### config.mk
export PLATFORM = sky130hd
export DESIGN_NAME = loop_sequencer
export DESIGN_NICKNAME = d
export VERILOG_FILES = /design/src/rtl/loop_sequencer.sv
export SDC_FILE = /design/constraint.sdc
export NUM_CORES = 1
export LEC_CHECK = 0
export ABC_AREA = 1
export BUFFER_PORTS_ARGS = -buffer_cell sky130_fd_sc_hd__buf_2
export CORE_ASPECT_RATIO = 0.8
export CORE_MARGIN = 8
export CORE_UTILIZATION = 30
export DETAILED_ROUTE_END_ITERATION = 8
export SLEW_MARGIN = 5
export SYNTH_ARGS = -nofsm -noshare
export SYNTH_HDL_FRONTEND = slang
export SYNTH_SLANG_ARGS = --single-unit
### constraint.sdc
create_clock -name clk -period 3 [get_ports clk]
set_input_delay 0.6 -clock clk [delete_from_list [all_inputs] [get_ports clk]]
set_output_delay 0.6 -clock clk [all_outputs]
set_load 0.01 [all_outputs]
### src/rtl/loop_sequencer.sv
// Q-regulation loop sequencer: settles, measures and updates until the loop
// converges, goes unstable, runs out of iterations or a measurement times out.
module loop_sequencer #(
    parameter int BUS_WIDTH     = 10,
    parameter int TOL           = 1,
    parameter int CONV_COUNT    = 3,
    parameter int MAX_ITER      = 32,
    parameter int SETTLE_CYCLES = 16,
    parameter int MEAS_TIMEOUT  = 1023
) (
    input  logic                 clk,
    input  logic                 rst,
    input  logic                 run,
    input  logic [BUS_WIDTH-1:0] q_desired_in,
    input  logic                 ready,
    input  logic [BUS_WIDTH-1:0] q_measured,
    input  logic                 went_unstable,
    output logic                 start,
    output logic                 enable,
    output logic [BUS_WIDTH-1:0] q_target,
    output logic                 busy,
    output logic [2:0]           status,
    output logic [7:0]           iter_count
);

    typedef enum logic [2:0] {
        IDLE, SETTLE, MEASURE, UPDATE, CONVERGED, LIMITED, FAULT
    } state_t;

    localparam logic [2:0] ST_NONE      = 3'b000;
    localparam logic [2:0] ST_CONVERGED = 3'b001;
    localparam logic [2:0] ST_LIMITED   = 3'b010;
    localparam logic [2:0] ST_FAULT_TMO = 3'b101;
    localparam logic [2:0] ST_FAULT_ITR = 3'b110;

    localparam logic [BUS_WIDTH:0] TOL_V       = (BUS_WIDTH+1)'(TOL);
    localparam logic [7:0]         CONV_MAX    = 8'(CONV_COUNT);
    localparam logic [7:0]         ITER_LAST   = 8'(MAX_ITER - 1);
    localparam logic [15:0]        SETTLE_LAST = 16'(SETTLE_CYCLES - 1);
    localparam logic [15:0]        TMO_LAST    = 16'(MEAS_TIMEOUT - 1);

    state_t                state;
    logic [15:0]           settle_cnt;
    logic [15:0]           tmo_cnt;
    logic [7:0]            conv_cnt;
    logic                  unstable;
    logic signed [BUS_WIDTH:0] diff;
    logic [BUS_WIDTH:0]    abs_diff;

    // One extra bit keeps the error magnitude exact for any pair of Q values.
    always_comb begin
        diff     = $signed({1'b0, q_measured}) - $signed({1'b0, q_target});
        abs_diff = diff[BUS_WIDTH] ? -diff : diff;
    end

    always_ff @(posedge clk or negedge rst) begin
        if (!rst) begin
            state      <= IDLE;
            start      <= 1'b0;
            enable     <= 1'b0;
            busy       <= 1'b0;
            q_target   <= '0;
            status     <= ST_NONE;
            iter_count <= '0;
            settle_cnt <= '0;
            tmo_cnt    <= '0;
            conv_cnt   <= '0;
            unstable   <= 1'b0;
        end else begin
            start <= 1'b0;
            if (!run) begin
                state      <= IDLE;
                enable     <= 1'b0;
                busy       <= 1'b0;
                status     <= ST_NONE;
                iter_count <= '0;
                settle_cnt <= '0;
                tmo_cnt    <= '0;
                conv_cnt   <= '0;
                unstable   <= 1'b0;
            end else begin
                case (state)
                    IDLE: begin
                        q_target   <= q_desired_in;
                        iter_count <= '0;
                        conv_cnt   <= '0;
                        status     <= ST_NONE;
                        settle_cnt <= '0;
                        enable     <= 1'b1;
                        busy       <= 1'b1;
                        state      <= SETTLE;
                    end
                    SETTLE: begin
                        if (settle_cnt == SETTLE_LAST) begin
                            state   <= MEASURE;
                            start   <= 1'b1;
                            tmo_cnt <= '0;
                        end else begin
                            settle_cnt <= settle_cnt + 16'd1;
                        end
                    end
                    MEASURE: begin
                        if (ready) begin
                            if (abs_diff <= TOL_V) begin
                                if (conv_cnt != CONV_MAX)
                                    conv_cnt <= conv_cnt + 8'd1;
                            end else begin
                                conv_cnt <= '0;
                            end
                            unstable <= went_unstable;
                            state    <= UPDATE;
                        end else if (tmo_cnt == TMO_LAST) begin
                            state  <= FAULT;
                            status <= ST_FAULT_TMO;
                            enable <= 1'b0;
                            busy   <= 1'b0;
                        end else begin
                            tmo_cnt <= tmo_cnt + 16'd1;
                        end
                    end
                    UPDATE: begin
                        if (iter_count != 8'hFF)
                            iter_count <= iter_count + 8'd1;
                        if (unstable) begin
                            state  <= LIMITED;
                            status <= ST_LIMITED;
                            enable <= 1'b0;
                            busy   <= 1'b0;
                        end else if (conv_cnt == CONV_MAX) begin
                            state  <= CONVERGED;
                            status <= ST_CONVERGED;
                            enable <= 1'b0;
                            busy   <= 1'b0;
                        end else if (iter_count == ITER_LAST) begin
                            state  <= FAULT;
                            status <= ST_FAULT_ITR;
                            enable <= 1'b0;
                            busy   <= 1'b0;
                        end else begin
                            state      <= SETTLE;
                            settle_cnt <= '0;
                        end
                    end
                    // A new request relaunches from a finished loop; a fault must be cleared by dropping run.
                    CONVERGED, LIMITED: begin
                        if (q_desired_in != q_target) begin
                            q_target   <= q_desired_in;
                            iter_count <= '0;
                            conv_cnt   <= '0;
                            status     <= ST_NONE;
                            settle_cnt <= '0;
                            enable     <= 1'b1;
                            busy       <= 1'b1;
                            state      <= SETTLE;
                        end
                    end
                    FAULT: begin
                    end
                    default: state <= IDLE;
                endcase
            end
        end
    end

endmodule

==> results of run 1 <==
-- stage by stage --
step	hold slack, ps	worst slack, ps	std cells	total power [uW]	cell area, um2
final	287	299	994	4560	5810
after global routing	341	10.4	994	4990	5810
after CTS	307	211	989	4550	5760
after detailed placement	474	-57.0	973	3470	5470
after global placement	463	24.4	973	3470	5470
after floorplan	304	140	706	2940	4960
-- sequential cells by signal, summed over array words and instances, names as in the netlist --
name        cells
settle_cnt     16
tmo_cnt        16
q_target       10
conv_cnt        8
iter_count      8
state           3
status          3
busy            1
start           1
unstable        1
-- power groups by stage --
stage | logic [uW] | clock network, uW | registers, uW
floorplan | 1780 | 0 | 1160
global placement | 2340 | 0 | 1130
detailed placement | 2340 | 0 | 1130
CTS | 2350 | 1080 | 1120
global route | 2740 | 1120 | 1130
finish | 2390 | 1050 | 1120
-- cell type report --
| class | count | area share |
|---|---|---|
| tap | 220 | 0.0474 |
| inverter | 121 | 0.0786 |
| clock inverter | 2 | 0.00603 |
| sequential | 67 | 0.289 |
| timing repair buffer | 63 | 0.0629 |
| clock buffer | 14 | 0.0437 |
| multi-input combinational | 507 | 0.473 |
-- metal layers --
layer	up-vias	global-route usage	share of wire
li1	2416	-	-
met1	1994	0.174	0.55
met2	82	0.181	0.40
met3	8	0.0310	0.040
met4	0	0.0378	0.010
met5	-	0	0
-- placed cells by master (no fill, tap or decap), drive strengths merged, types with 9 or more instances in the layout --
master and count:
dfrtp 67, xor2 14, nor3 20, nand2 193, o21ai 38, buf 63
nor4 9, nand3 55, inv 121, nand4 15, ha 16, a21oi 37
clkbuf 14, nor2 75
-- cell families after synthesis --
group	after synthesis	synth area share
and+or+nand+nor	373	0.358
buffers and inverters	132	0.111
AOI/OAI and AO/OA	101	0.121
DFF	67	0.338
adders and majority gates	17	0.0444
xor gates and xnor gates	16	0.0282
-- worst paths after layout --
| check | startpoint | end | slack (ps) | cells after the start |
|---|---|---|---|---|
| hold reg to reg | status[2] | status[2] | 480 | 2 |
| max in group asynchronous | rst | status[0] | 2400 | 2 |
| setup / recovery | q_target[0] | conv_cnt[5] | 300 | 20 |
| min in group clk | status[2] | status[2] | 480 | 2 |
| setup reg to reg | q_target[0] | conv_cnt[5] | 300 | 20 |
| hold / removal | rst | tmo_cnt[12] | 290 | 2 |
-- worst max-delay path, cell delays in order (launching register included) --
cell and delay [ps]:
dfrtp_1 400, ha_1 190, inv_1 80, fa_1 430, inv_1 70, ha_1 150, inv_1 60, nor2_4 130
nand3_2 100, nor2_1 100, nand2_1 70, nand2_1 60, nand2_1 40, nand2_1 70, nand2_1 50, nor2_1 80
nand4_1 130, nand2_4 150, buf_4 140, nand2_1 50, nand2_1 60
-- timing repair --
| item | CTS | global route |
|---|---|---|
| gates resized for setup | 0 | 4 |
| hold buffers | 0 | 0 |
| setup endpoints to repair | 0 | 8 |
| buffers inserted | 0 | 5 |
==> results.toml, run 1 <==
[placement]
gp_congestion = 0.834
port_buffers = 48
dp_hpwl_um = 9490

[clock_tree]
cts_made_buffers = 9
cts_tree = "done"
clockRootBuffer = "clkbuf_16"
clock_sinks = 67
clk_pin_slew_ps = 50
clock_path_buffers = 2
htree_levels = 3
clk_latency_ps = 340

[logic_synthesis]
yosysMostFrequentCell = "nand2_1"
syn_area_mm2 = 0.00496
synth_cells = 706
syn_nets = 748
syn_avg_cell_area_um2 = 7.03
synth_top_area_cell = "dfrtp_1"
synth_cell_types = 46
synth-seq-cells = 67
synth_common_cells = "nand2_1, inv_1, dfrtp_1"
synth-edff-count = 0
synth_top_area_share = 0.338
synth-async-reset-ratio = 1.00
yosysSeqAreaShare = 0.338
ys.flop_type = "dfrtp_1"
synth_warnings = 0
netlist_top_cells_area = "dfrtp_1, nand2_1, inv_1, nand3_1, nor2_1"

[outcome]
status = "finished clean"

[sta]
tightest_slew_ps = 585
timing_hold_violations_final = 0
min_period_over_period = 0.900
tns_ps = 0
finClkSkew_ps = 11.6
slew_headroom = 0.606
fmax_ghz = 0.370
finalMaxSlewViolations = 0
rsz0062_at_grt = "no"
setup_viol = 0
period_needed_ps = 2700

[setup_path]
critPathKind = "reg -> reg"
endpoint_kind = "register"
critPathRequiredTime_ps = 3270
worstPathArrival_ps = 2970
cp_max_fo = 6
startpoint_type = "register"

[final_layout]
nets = 811
post-route-util = 0.355
antenna_cells = 0
multi_input_area_mm2 = 0.00275
syn2layout_area_growth_pct = 17.0
drive_above_1_share = 0.169
regArea_mm2 = 0.00168
nFillCells = 1756

[global_routing]
grt_pass1_wl_um = 21200
grt-ovfl-total = 0
grt_pass1_vias = 4397
antenna_found_initial = 0
grt_max_degree = 68
grt_use_total = 0.123

[power_and_ir_drop]
pwr-share-comb = 0.525
p_sw_uw = 2060
powerDensity_mw_per_mm2 = 785
leakage_uw = 0.00283
share_seq_of_total_power = 0.246
swShare = 0.452
pwr-share-clk = 0.230
ir_worst_vdd_mv = 0.438
p_int_uw = 2500

[detailed_routing]
drc = 0
viasPerCell = 4.53
ant_nets = 0
dr.pass1.iters = 4
wl_per_cell_um = 12.3
routed_wirelength_um = 12300
drtIter0Drc = 278
num_vias = 4500

[die]
start_util = 0.304
die_w_um = 160
num_rows = 42
ios = 49
die_height_um = 131
die_area_mm2 = 0.0209
core_region_area_mm2 = 0.0163

[hold_path]
hp-class = "in -> async"

[job]
cap_violations = 0
Note: power is estimated with default switching activity, not from simulation.
==> run 2, diff against run 1 <==
Settings changed: CORE_ASPECT_RATIO 0.8 to 1.2.
Clock period 3 ns to 3.1 ns, I/O delays scaled along.
==> results.toml, run 2 (synthesized netlist as in run 1, its figures left out) <==
[sta]
period_needed_ps = 2740
rsz0062_at_grt = "no"
setup_slack_ps = 364
finClkSkew_ps = 9.27
setup_viol = 0
timing_hold_violations_final = 0
finalMaxSlewViolations = 0
fmax_ghz = 0.365
slew_headroom = 0.503
tightest_slew_ps = 746
tns_ps = 0
min_period_over_period = 0.883

[detailed_routing]
drc = 0
dr.pass1.iters = 4
viasPerCell = 4.69
num_vias = 4587
routed_wirelength_um = 12100
wl_per_cell_um = 12.4
ant_nets = 0
drtIter0Drc = 226

[clock_tree]
post_cts_buffers = 0
htree_levels = 3
clockRootBuffer = "clkbuf_16"
clk_latency_ps = 340
cts_tree = "done"
cts_hold_buf = 0
clk_pin_slew_ps = 60
clock_path_buffers = 2
cts-resized-gates = 0
cts_made_buffers = 9
clock_sinks = 67

[die]
die_area_mm2 = 0.0209
ios = 49
start_util = 0.306
num_rows = 51
die_w_um = 133
die_height_um = 157
core_region_area_mm2 = 0.0162

[placement]
pre_cts_ws_ps = 35.5
gp_congestion = 0.848
port_buffers = 48
place_inst = 963
dp_hpwl_um = 9540
placed_cell_area_mm2 = 0.00545

[final_layout]
layout_commonest_cell = "nand2_1"
final_cell_mix = "nand2_1, inv_1, dfrtp_1"
antenna_cells = 0
final_cell_area_mm2 = 0.00576
drive_above_1_share = 0.166
nets = 804
fin_cells = 979
reg.largest.list = "settle_cnt (16), tmo_cnt (16), q_target (10)"
syn2layout_area_growth_pct = 16.1

[setup_path]
startpoint_type = "register"
cp_max_fo = 9
crit_top_cell = "nand2_1"
timing.critical_path.buf_inv = 4
reg2regPathDepth = 20
critPathTopFamily = "simple AND/OR/NAND/NOR gates"
cp.depth = 20
endpoint_kind = "register"
critPathSlowestCell = "fa_1"
path_cells = "ha_1 > inv_1 > fa_1 > inv_1 > ha_1 > inv_1 > nor2_2 > nand3_1 > nor2_1 > nand2_1 > nand2_1 > nand2_1 > nand2_1 > nand2_1 > nor2_1 > nand4_1 > nand2_4 > inv_4 > nand2_1 > nand2_1"
critPathKind = "reg -> reg"
critPathRequiredTime_ps = 3330
worstPathArrival_ps = 2970
slowest_delay_ps = 430

[outcome]
status = "finished clean"

[hold_path]
hp-class = "in -> async"

[global_routing]
grt_max_degree = 38
grt_use_total = 0.124
grt-ovfl-total = 0
antenna_found_initial = 0
grt_pass1_vias = 4624
grt_pass1_wl_um = 21500

[power_and_ir_drop]
ir_worst_vdd_mv = 0.348
leakage_uw = 0.00280
powerDensity_mw_per_mm2 = 765
p_total_uw = 4410

[job]
cap_violations = 0
[run 2: cell types whose count changed in the layout (fill, tap and decap cells not counted), sizes merged]
cell      previous run  this run
buf                 63        56
clkbuf              14        12
clkinv               1         2
clkinvlp             0         1
[run 2: final cells by class]
class / count / area, um2
Fill cell: 1745 / 10400
Clock buffer: 12 / 267
Clock inverter: 4 / 47.5
Tap cell: 212 / 265
Inverter: 121 / 457
Multi-Input combinational cell: 507 / 2740
Sequential cell: 67 / 1680
Timing Repair Buffer: 56 / 313
[run 2: through the flow]
| step | utilization | hold WS, ps |
|---|---|---|
| after floorplan | - | 324 |
| after global placement | 0.336 | 466 |
| after detailed placement | 0.336 | 468 |
| after CTS | 0.355 | 367 |
| after global routing | 0.355 | 419 |
| final | 0.355 | 346 |
[run 2: final timing paths]
check	slack (ps)	startpoint	endpoint
hold reg to reg	470	status[0]	status[0]
setup reg to reg	360	q_target[0]	conv_cnt[1]
hold / removal	350	rst	tmo_cnt[9]
max in group asynchronous	2100	rst	settle_cnt[1]
min in group clk	470	status[0]	status[0]
setup / recovery	360	q_target[0]	conv_cnt[1]
[run 2: layer usage]
layer | share of wire | global-route usage | wire length [um]
met2 | 0.48 | 0.211 | 5810
met4 | 0.023 | 0.0584 | 276
met3 | 0.036 | 0.0247 | 434
met1 | 0.46 | 0.148 | 5630
met5 | 0 | 0 | 0
[run 2: power breakdown]
group | internal [uW] | switching [uW]
logic | 748 | 1510
clock network | 685 | 382
registers | 984 | 97.1
